`config.mk`:
```
export PLATFORM = sky130hd
export DESIGN_NAME = div_unit_flat
export DESIGN_NICKNAME = d
export VERILOG_FILES = /design/src/rtl/div_unit_if.sv /design/src/rtl/div_unit.sv /design/src/flat_wrapper.sv
export SDC_FILE = /design/constraint.sdc
export NUM_CORES = 1
export LEC_CHECK = 0
export ABC_CLOCK_PERIOD_IN_PS = 3600
export BUFFER_PORTS_ARGS = -buffer_cell sky130_fd_sc_hd__buf_2
export CAP_MARGIN = 10
export CORE_AREA = 3 3 127 190
export DETAILED_ROUTE_END_ITERATION = 7
export DIE_AREA = 0 0 130 193
export PLACE_DENSITY = 0.84
export SLEW_MARGIN = 40
export SYNTH_ARGS = -nofsm -noshare
export SYNTH_HDL_FRONTEND = slang
export SYNTH_SLANG_ARGS = --single-unit
```
`constraint.sdc`:
```
create_clock -name clk -period 3.6 [get_ports clk]
set_input_delay 0.72 -clock clk [delete_from_list [all_inputs] [get_ports clk]]
set_output_delay 0.72 -clock clk [all_outputs]
set_load 0.02 [all_outputs]
```
`src/rtl/div_unit_if.sv`:
```
// Request/result bundle between the execute-stage ALU wrapper and the divider.
interface div_unit_if #(
   parameter int unsigned WIDTH = 32
);
   logic             validIn;
   logic             sign;
   logic [WIDTH-1:0] SrcA;
   logic [WIDTH-1:0] SrcB;
   logic             validOut;
   logic [WIDTH-1:0] Hi;
   logic [WIDTH-1:0] Lo;
   logic             busy;
   logic             div_by_zero;

   // Requester side (ALU wrapper)
   modport master (
      output validIn, sign, SrcA, SrcB,
      input  validOut, Hi, Lo, busy, div_by_zero
   );

   // Divider side
   modport slave (
      input  validIn, sign, SrcA, SrcB,
      output validOut, Hi, Lo, busy, div_by_zero
   );
endinterface

```
`src/rtl/div_unit.sv`:
```
// Iterative restoring divider for DIV/DIVU: one quotient bit per cycle,
// fixed WIDTH+1 edges from acceptance to the registered result.
// Hi = remainder, Lo = quotient; signed results truncate toward zero and the
// remainder follows the dividend's sign.
module div_unit #(
   parameter int unsigned WIDTH = 32
) (
   input logic       clk,
   input logic       reset_n,
   div_unit_if.slave bus
);

   localparam int unsigned CntW = $clog2(WIDTH) + 1;

   typedef enum logic [1:0] {
      StIdle,
      StBusy,
      StFinish
   } state_e;

   state_e           r_state;
   logic [CntW-1:0]  r_cnt;
   logic [WIDTH-1:0] r_rem;      // partial remainder
   logic [WIDTH-1:0] r_dvd;      // dividend bits shifting out, quotient bits shifting in
   logic [WIDTH-1:0] r_dvs;      // divisor magnitude
   logic [WIDTH-1:0] r_srca;     // original dividend, returned as Hi on divide by zero
   logic             r_qneg;
   logic             r_rneg;
   logic             r_valid_out;
   logic             r_busy;
   logic             r_dbz;
   logic [WIDTH-1:0] r_hi;
   logic [WIDTH-1:0] r_lo;

   logic             w_a_neg;
   logic             w_b_neg;
   logic [WIDTH-1:0] w_a_mag;
   logic [WIDTH-1:0] w_b_mag;
   logic [WIDTH:0]   w_shift;
   logic [WIDTH:0]   w_diff;
   logic             w_ge;
   logic             w_dbz;
   logic [WIDTH-1:0] w_q_fix;
   logic [WIDTH-1:0] w_r_fix;

   // Operand magnitudes; raw values pass through for unsigned requests
   always_comb begin
      w_a_neg = bus.sign & bus.SrcA[WIDTH-1];
      w_b_neg = bus.sign & bus.SrcB[WIDTH-1];
      w_a_mag = w_a_neg ? ({WIDTH{1'b0}} - bus.SrcA) : bus.SrcA;
      w_b_mag = w_b_neg ? ({WIDTH{1'b0}} - bus.SrcB) : bus.SrcB;
   end

   // One restoring step: the borrow out of the (WIDTH+1)-bit subtract decides the quotient bit.
   // A zero divisor always "fits"; its quotient is overridden at FINISH anyway.
   always_comb begin
      w_shift = {r_rem, r_dvd[WIDTH-1]};
      w_diff  = w_shift - {1'b0, r_dvs};
      w_dbz   = (r_dvs == '0);
      w_ge    = w_dbz | ~w_diff[WIDTH];
   end

   // Sign correction of the finished magnitudes
   always_comb begin
      w_q_fix = r_qneg ? ({WIDTH{1'b0}} - r_dvd) : r_dvd;
      w_r_fix = r_rneg ? ({WIDTH{1'b0}} - r_rem) : r_rem;
   end

   // Control FSM with datapath and registered outputs
   always_ff @(posedge clk) begin
      if (!reset_n) begin
         r_state     <= StIdle;
         r_cnt       <= '0;
         r_rem       <= '0;
         r_dvd       <= '0;
         r_dvs       <= '0;
         r_srca      <= '0;
         r_qneg      <= 1'b0;
         r_rneg      <= 1'b0;
         r_valid_out <= 1'b0;
         r_busy      <= 1'b0;
         r_dbz       <= 1'b0;
         r_hi        <= '0;
         r_lo        <= '0;
      end else begin
         unique case (r_state)
            StIdle: begin
               r_valid_out <= 1'b0;
               if (bus.validIn) begin
                  r_dvd   <= w_a_mag;
                  r_dvs   <= w_b_mag;
                  r_srca  <= bus.SrcA;
                  r_qneg  <= w_a_neg ^ w_b_neg;
                  r_rneg  <= w_a_neg;
                  r_rem   <= '0;
                  r_cnt   <= CntW'(WIDTH);
                  r_busy  <= 1'b1;
                  r_state <= StBusy;
               end
            end
            StBusy: begin
               r_rem <= w_ge ? w_diff[WIDTH-1:0] : w_shift[WIDTH-1:0];
               r_dvd <= {r_dvd[WIDTH-2:0], w_ge};
               r_cnt <= r_cnt - 1'b1;
               if (r_cnt == CntW'(1)) begin
                  r_state <= StFinish;
               end
            end
            StFinish: begin
               r_lo        <= w_dbz ? {WIDTH{1'b1}} : w_q_fix;
               r_hi        <= w_dbz ? r_srca : w_r_fix;
               r_dbz       <= w_dbz;
               r_valid_out <= 1'b1;
               r_busy      <= 1'b0;
               r_state     <= StIdle;
            end
            default: begin
               r_state <= StIdle;
            end
         endcase
      end
   end

   assign bus.validOut    = r_valid_out;
   assign bus.Hi          = r_hi;
   assign bus.Lo          = r_lo;
   assign bus.busy        = r_busy;
   assign bus.div_by_zero = r_dbz;

endmodule
```
`src/flat_wrapper.sv`:
```
// flat-port wrapper written by rule: the top's interface ports become plain ports
module div_unit_flat 
#(
   parameter int unsigned WIDTH = 32
)
  (clk, reset_n, bus_validIn, bus_sign, bus_SrcA, bus_SrcB, bus_validOut, bus_Hi, bus_Lo, bus_busy, bus_div_by_zero);
  div_unit_if #(.WIDTH(WIDTH)) bus_i ();
  input logic clk;
  input logic reset_n;
  input wire logic [$bits(bus_i.validIn)-1:0] bus_validIn;
  input wire logic [$bits(bus_i.sign)-1:0] bus_sign;
  input wire logic [$bits(bus_i.SrcA)-1:0] bus_SrcA;
  input wire logic [$bits(bus_i.SrcB)-1:0] bus_SrcB;
  output wire logic [$bits(bus_i.validOut)-1:0] bus_validOut;
  output wire logic [$bits(bus_i.Hi)-1:0] bus_Hi;
  output wire logic [$bits(bus_i.Lo)-1:0] bus_Lo;
  output wire logic [$bits(bus_i.busy)-1:0] bus_busy;
  output wire logic [$bits(bus_i.div_by_zero)-1:0] bus_div_by_zero;
  assign bus_i.validIn = bus_validIn;
  assign bus_i.sign = bus_sign;
  assign bus_i.SrcA = bus_SrcA;
  assign bus_i.SrcB = bus_SrcB;
  assign bus_validOut = bus_i.validOut;
  assign bus_Hi = bus_i.Hi;
  assign bus_Lo = bus_i.Lo;
  assign bus_busy = bus_i.busy;
  assign bus_div_by_zero = bus_i.div_by_zero;
  div_unit #(.WIDTH(WIDTH)) u_core (.clk(clk), .reset_n(reset_n), .bus(bus_i));
endmodule
```
# == Word level (Yosys, flattened, before mapping) ==
# Cells that the tools add are included.
# classes
n_eq_ne,5
bitwise,5
mux,19
add_sub_neg,6
n_reduce_logical,8
# ops
op,count
$mux 32,9
$pmux 32 s2,2
$sub 1x32->32 const A,4
$sub 33x32->33,1
$logic_not 32->1,1
$pmux 6 s2,1
$reduce_and 2->1,4
$eq 6x1->1 const B,1
$mux 6,1
$sub 6x1->6 const B,1
$mux 2,2
$pmux 1 s2,2
$pmux 2 s2,1
$reduce_bool 2->1,2
$and 1x1->1,2
$eq 2x1->1 const B,1
$eq 2x2->1 const B,1
$logic_not 2->1,1
$ne 2x1->1 const B,1
$ne 2x2->1 const B,1
$mux 1,1
$not 1->1,1
$or 1x1->1,1
$xor 1x1->1,1
# word_totals
register_bits,205
output_inout_bits,67
in_bits,68
wordCells,56

# == Depth between registers and ports, before layout ==
# logic_depth
ltp_word,5
ltp_mapped,13
mapped_depth_nobuf,11

# == Least setup slack after synthesis ==
# OpenSTA, ideal clock, no wires.
# synth_timing
path_type,reg2reg
startpoint,reg u_core.r_dvd[31]
endpoint,reg u_core.r_rem[23]
stages_incl_launch_ff,13
setup_slack_ns,0.873
required_ns,3.520
t_arrival_ns,2.648
period_less_slack_ns,2.727
setup_ns,0.080
n_path_buf,1
path_cell_list,dfxtp_1 -> inv_1 -> ha_1 -> fa_1 -> nand2b_1 -> a21o_1 -> a211o_1 -> o211ai_2 -> a21o_1 -> o2111ai_2 -> buf_4 -> or3_1 -> o211ai_1
# synth_between
elab_chain_cells,5
# synth_lines
element,line_no,text
from (decl),div_unit.sv:24,logic [WIDTH-1:0] r_dvd;
from (signal assigned),div_unit.sv:90,r_dvd <= w_a_mag;
from (signal assigned),div_unit.sv:103,"r_dvd <= {r_dvd[WIDTH-2:0], w_ge};"
$sub 33x32->33 (*),div_unit.sv:58,"w_diff = w_shift - {1'b0, r_dvs};"
$not 1->1,div_unit.sv:60,w_ge = w_dbz | ~w_diff[WIDTH];
$or 1x1->1,div_unit.sv:60,
$mux 32 (*),div_unit.sv:102,r_rem <= w_ge ? w_diff[WIDTH-1:0] : w_shift[WIDTH-1:0];
$pmux 32 s2 (*),div_unit.sv:86,unique case (r_state)
to (signal assigned),div_unit.sv:102,
to (decl),div_unit.sv:23,logic [WIDTH-1:0] r_rem;
# Every way passes the cells marked *; elsewhere a longest branch is shown, timed or not.
# A chain may end at the register's enable or synchronous reset.

# == Worst setup path after layout ==
# layout_timing
startpoint,reg u_core.r_dvd[31]
endpoint,reg u_core.r_rem[1]
# Same word-level chain as after synthesis.

==> flow_metrics.py <==
metrics = {
    "run_status": {
        "outcome": "finished, final reports clean",
    },
    "routing": {
        "via_per_inst": 6.17,
        "wirelength_um": 36200,
        "route.detailed.wl_per_inst_um": 18.2,
        "drc_errors": 0,
        "dr.pass1.iters": 6,
        "vias": 12300,
        "drt_iter0_markers": 877,
        "drtAntennaViolNets": 0,
    },
    "power": {
        "powerDensity_nw_per_um2": 677,
        "finalPower_mw": 9.39,
        "vdd_drop_max_mv": 0.463,
        "leakage_nw": 5.55,
    },
    "hold_path": {
        "hp-class": "flip-flop to flip-flop",
        "min_from": "u_core.r_srca[9]$_SDFFE_PN0P_",
    },
    "critical_path": {
        "crit_path_start_kind": "flip-flop",
        "crit_required_ns": 4.00,
        "end_kind": "flip-flop",
        "worstPathArrival_ns": 3.69,
        "r2r_start": "u_core.r_dvd[31]$_SDFFE_PN0P_",
        "crit_type": "flip-flop to flip-flop",
        "worstSetupStartpoint": "u_core.r_dvd[31]$_SDFFE_PN0P_",
        "cp_max_fo": 25,
    },
    "synth": {
        "synth_ff_type": "dfxtp_1",
        "ys_ff_latch": 205,
        "seq_area_frac_synth_pct": 33.3,
        "synthArstFlopShare_pct": 0,
        "synth_fp_nets": 1721,
        "synth_cell_type_count": 71,
        "synth_area_um2": 12300,
        "synth_cells": 1614,
        "syn_area_per_cell_um2": 7.63,
        "synth_edf_count": 0,
        "yosysTopAreaCell": "dfxtp_1",
        "yosys_warnings": 0,
        "synth_area_leaders": "dfxtp_1, nand2_1, a21oi_1",
        "netlist.area_leader.share_pct": 33.3,
    },
    "final_layout": {
        "diodes": 0,
        "layout.nets": 1803,
        "fill_cells": 2043,
        "area_growth_pct": 12.6,
        "layout-drive-gt1-share_pct": 13.0,
        "final_util_pct": 61.5,
        "final_common_cell": "nand2_1",
        "final_cell_mix": "nand2_1, dfxtp_1, a21oi_1",
    },
    "die": {
        "core_um2": 22600,
        "std_cell_rows": 67,
        "initial_core_util_pct": 54.6,
        "io_pins": 135,
        "die_w_um": 130,
        "die_h_um": 193,
        "dieArea_um2": 25100,
    },
    "global_route": {
        "grt-ovfl-total": 0,
        "grt_max_degree": 121,
        "grt_pass1_vias": 11900,
        "grt_pass1_wl_um": 58400,
        "grt.total_usage_pct": 28.4,
        "antenna_found_initial": 0,
    },
    "clock_tree": {
        "cts_resized": 0,
        "clockBufferDepth": 3,
        "clkTransAtPathRegs_ns": 0.06,
        "cts_tree": "yes",
        "cts_sinks": 205,
        "cts_setup_buffers": 0,
        "cts_made_buffers": 20,
        "h-tree-depth": 1,
        "clk-insertion-delay-late_ns": 0.51,
        "clockRootBuffer": "clkbuf_16",
        "ctsHoldBuffers": 0,
    },
    "placed_design": {
        "hpwl_um": 27200,
        "gp_congestion": 0.941,
        "io_buffer_count": 134,
    },
    "sta": {
        "maxSlewViolCount": 0,
        "tightest_slew_ns": 0.818,
        "tns_ns": 0,
        "fin_crit_ns": 3.30,
        "rsz0062_at_grt": "false",
        "hold_viol_final": 0,
        "fin_skew_ns": 0.0241,
        "period_share_pct": 91.5,
        "maxSlewHeadroom_pct": 45.3,
        "fmax_mhz": 303,
        "finalSetupViolations": 0,
    },
    "run": {
        "max_cap_violations": 0,
    },
}
[area by class of cell]
type / count / area, um^2 / share of cell area (%)
clock buffer: 28 / 591 / 4.26
timing repair buffer: 159 / 883 / 6.37
multi-input combinational: 1258 / 7660 / 55.2
tap: 276 / 345 / 2.49
sequential: 205 / 4100 / 29.6
clock inverter: 8 / 91.3 / 0.658
inverter: 52 / 198 / 1.42
[per-stage QoR]
| step | cells | hold WS [ns] | setup WS [ns] | instance area (um^2) |
|---|---|---|---|---|
| finish | 1986 | 0.456 | 0.304 | 13900 |
| global route | 1986 | 0.482 | 0.156 | 13900 |
| CTS | 1986 | 0.457 | 0.344 | 13900 |
| detailed placement | 1950 | 0.447 | 0.354 | 13200 |
| global placement | 1950 | 0.442 | 0.421 | 13200 |
| floorplan | 1614 | 0.436 | 0.873 | 12300 |
[where the power goes]
group / switching [mW] / internal (mW) / total [mW]
Combinational: 2.62 / 1.83 / 4.45
Sequential: 0.326 / 2.47 / 2.80
Clock: 0.916 / 1.24 / 2.15
[routing by layer]
metal | routed length, um | global-route usage, %
met5 | 0 | 0
met4 | 1990 | 14.4
met3 | 1840 | 2.65
met2 | 18600 | 52.7
met1 | 13800 | 31.8
[cells in the mapped netlist, drive strengths merged (4+ instances only)]
cell,n
a21oi,169
inv,52
nor2b,11
mux2i,26
a21o,11
or2,7
nand3,33
o21ai,124
nand3b,4
nand2,228
nor4,24
or4,8
xnor2,60
o311ai,4
a211oi,37
o22ai,14
o21bai,5
xor2,73
dfxtp,205
or3,16
o21a,6
nor2,136
nor3,30
ha,38
and2,7
o41ai,9
a22oi,29
a31oi,24
clkbuf,92
a311oi,12
nand2b,16
and3,6
nand4,13
o31ai,27
o211ai,17
buf,7
[final timing paths]
| kind | endpoint | slack, ns | cells past startpoint |
|---|---|---|---|
| setup reg to reg | u_core.r_rem[1]$_SDFFE_PN0P_ | 0.30 | 12 |
| setup / recovery | u_core.r_rem[1]$_SDFFE_PN0P_ | 0.30 | 12 |
| hold reg to reg | u_core.r_srca[9]$_SDFFE_PN0P_ | 0.46 | 2 |
| hold / removal | u_core.r_srca[9]$_SDFFE_PN0P_ | 0.46 | 2 |
[sequential cells by signal (all words and copies together), names as in the netlist]
register                flops
u_core.r_dvd               32
u_core.bus.validOut         1
u_core.r_dvs               32
u_core.r_srca              32
u_core.bus.Lo              32
u_core.r_state              2
u_core.bus.div_by_zero      1
u_core.bus.busy             1
u_core.bus.Hi              32
u_core.r_cnt                6
u_core.r_qneg               1
u_core.r_rneg               1
u_core.r_rem               32
[worst max-delay path: stages (launching register included)]
cell,delay (ns)
dfxtp_1,0.36
inv_1,0.09
ha_1,0.22
fa_1,0.38
nand2b_1,0.19
a21o_1,0.19
a211o_1,0.37
o211ai_2,0.24
a21o_1,0.18
o2111ai_4,0.32
buf_12,0.30
mux2i_1,0.13
a22o_1,0.19
[cells by family (layout without fill, tap and decap cells)]
family | count (synthesis) | count (layout) | share of synthesized area, %
buffers and inverters | 151 | 247 | 4.75
and+or+nand+nor | 548 | 548 | 20.6
AOI/OAI and AO/OA | 511 | 511 | 25.6
DFF | 205 | 205 | 33.3
adders and majority gates | 39 | 39 | 4.02
muxes | 27 | 27 | 2.20
xor gates and xnor gates | 133 | 133 | 9.46
(Power assumes the default switching activity.)
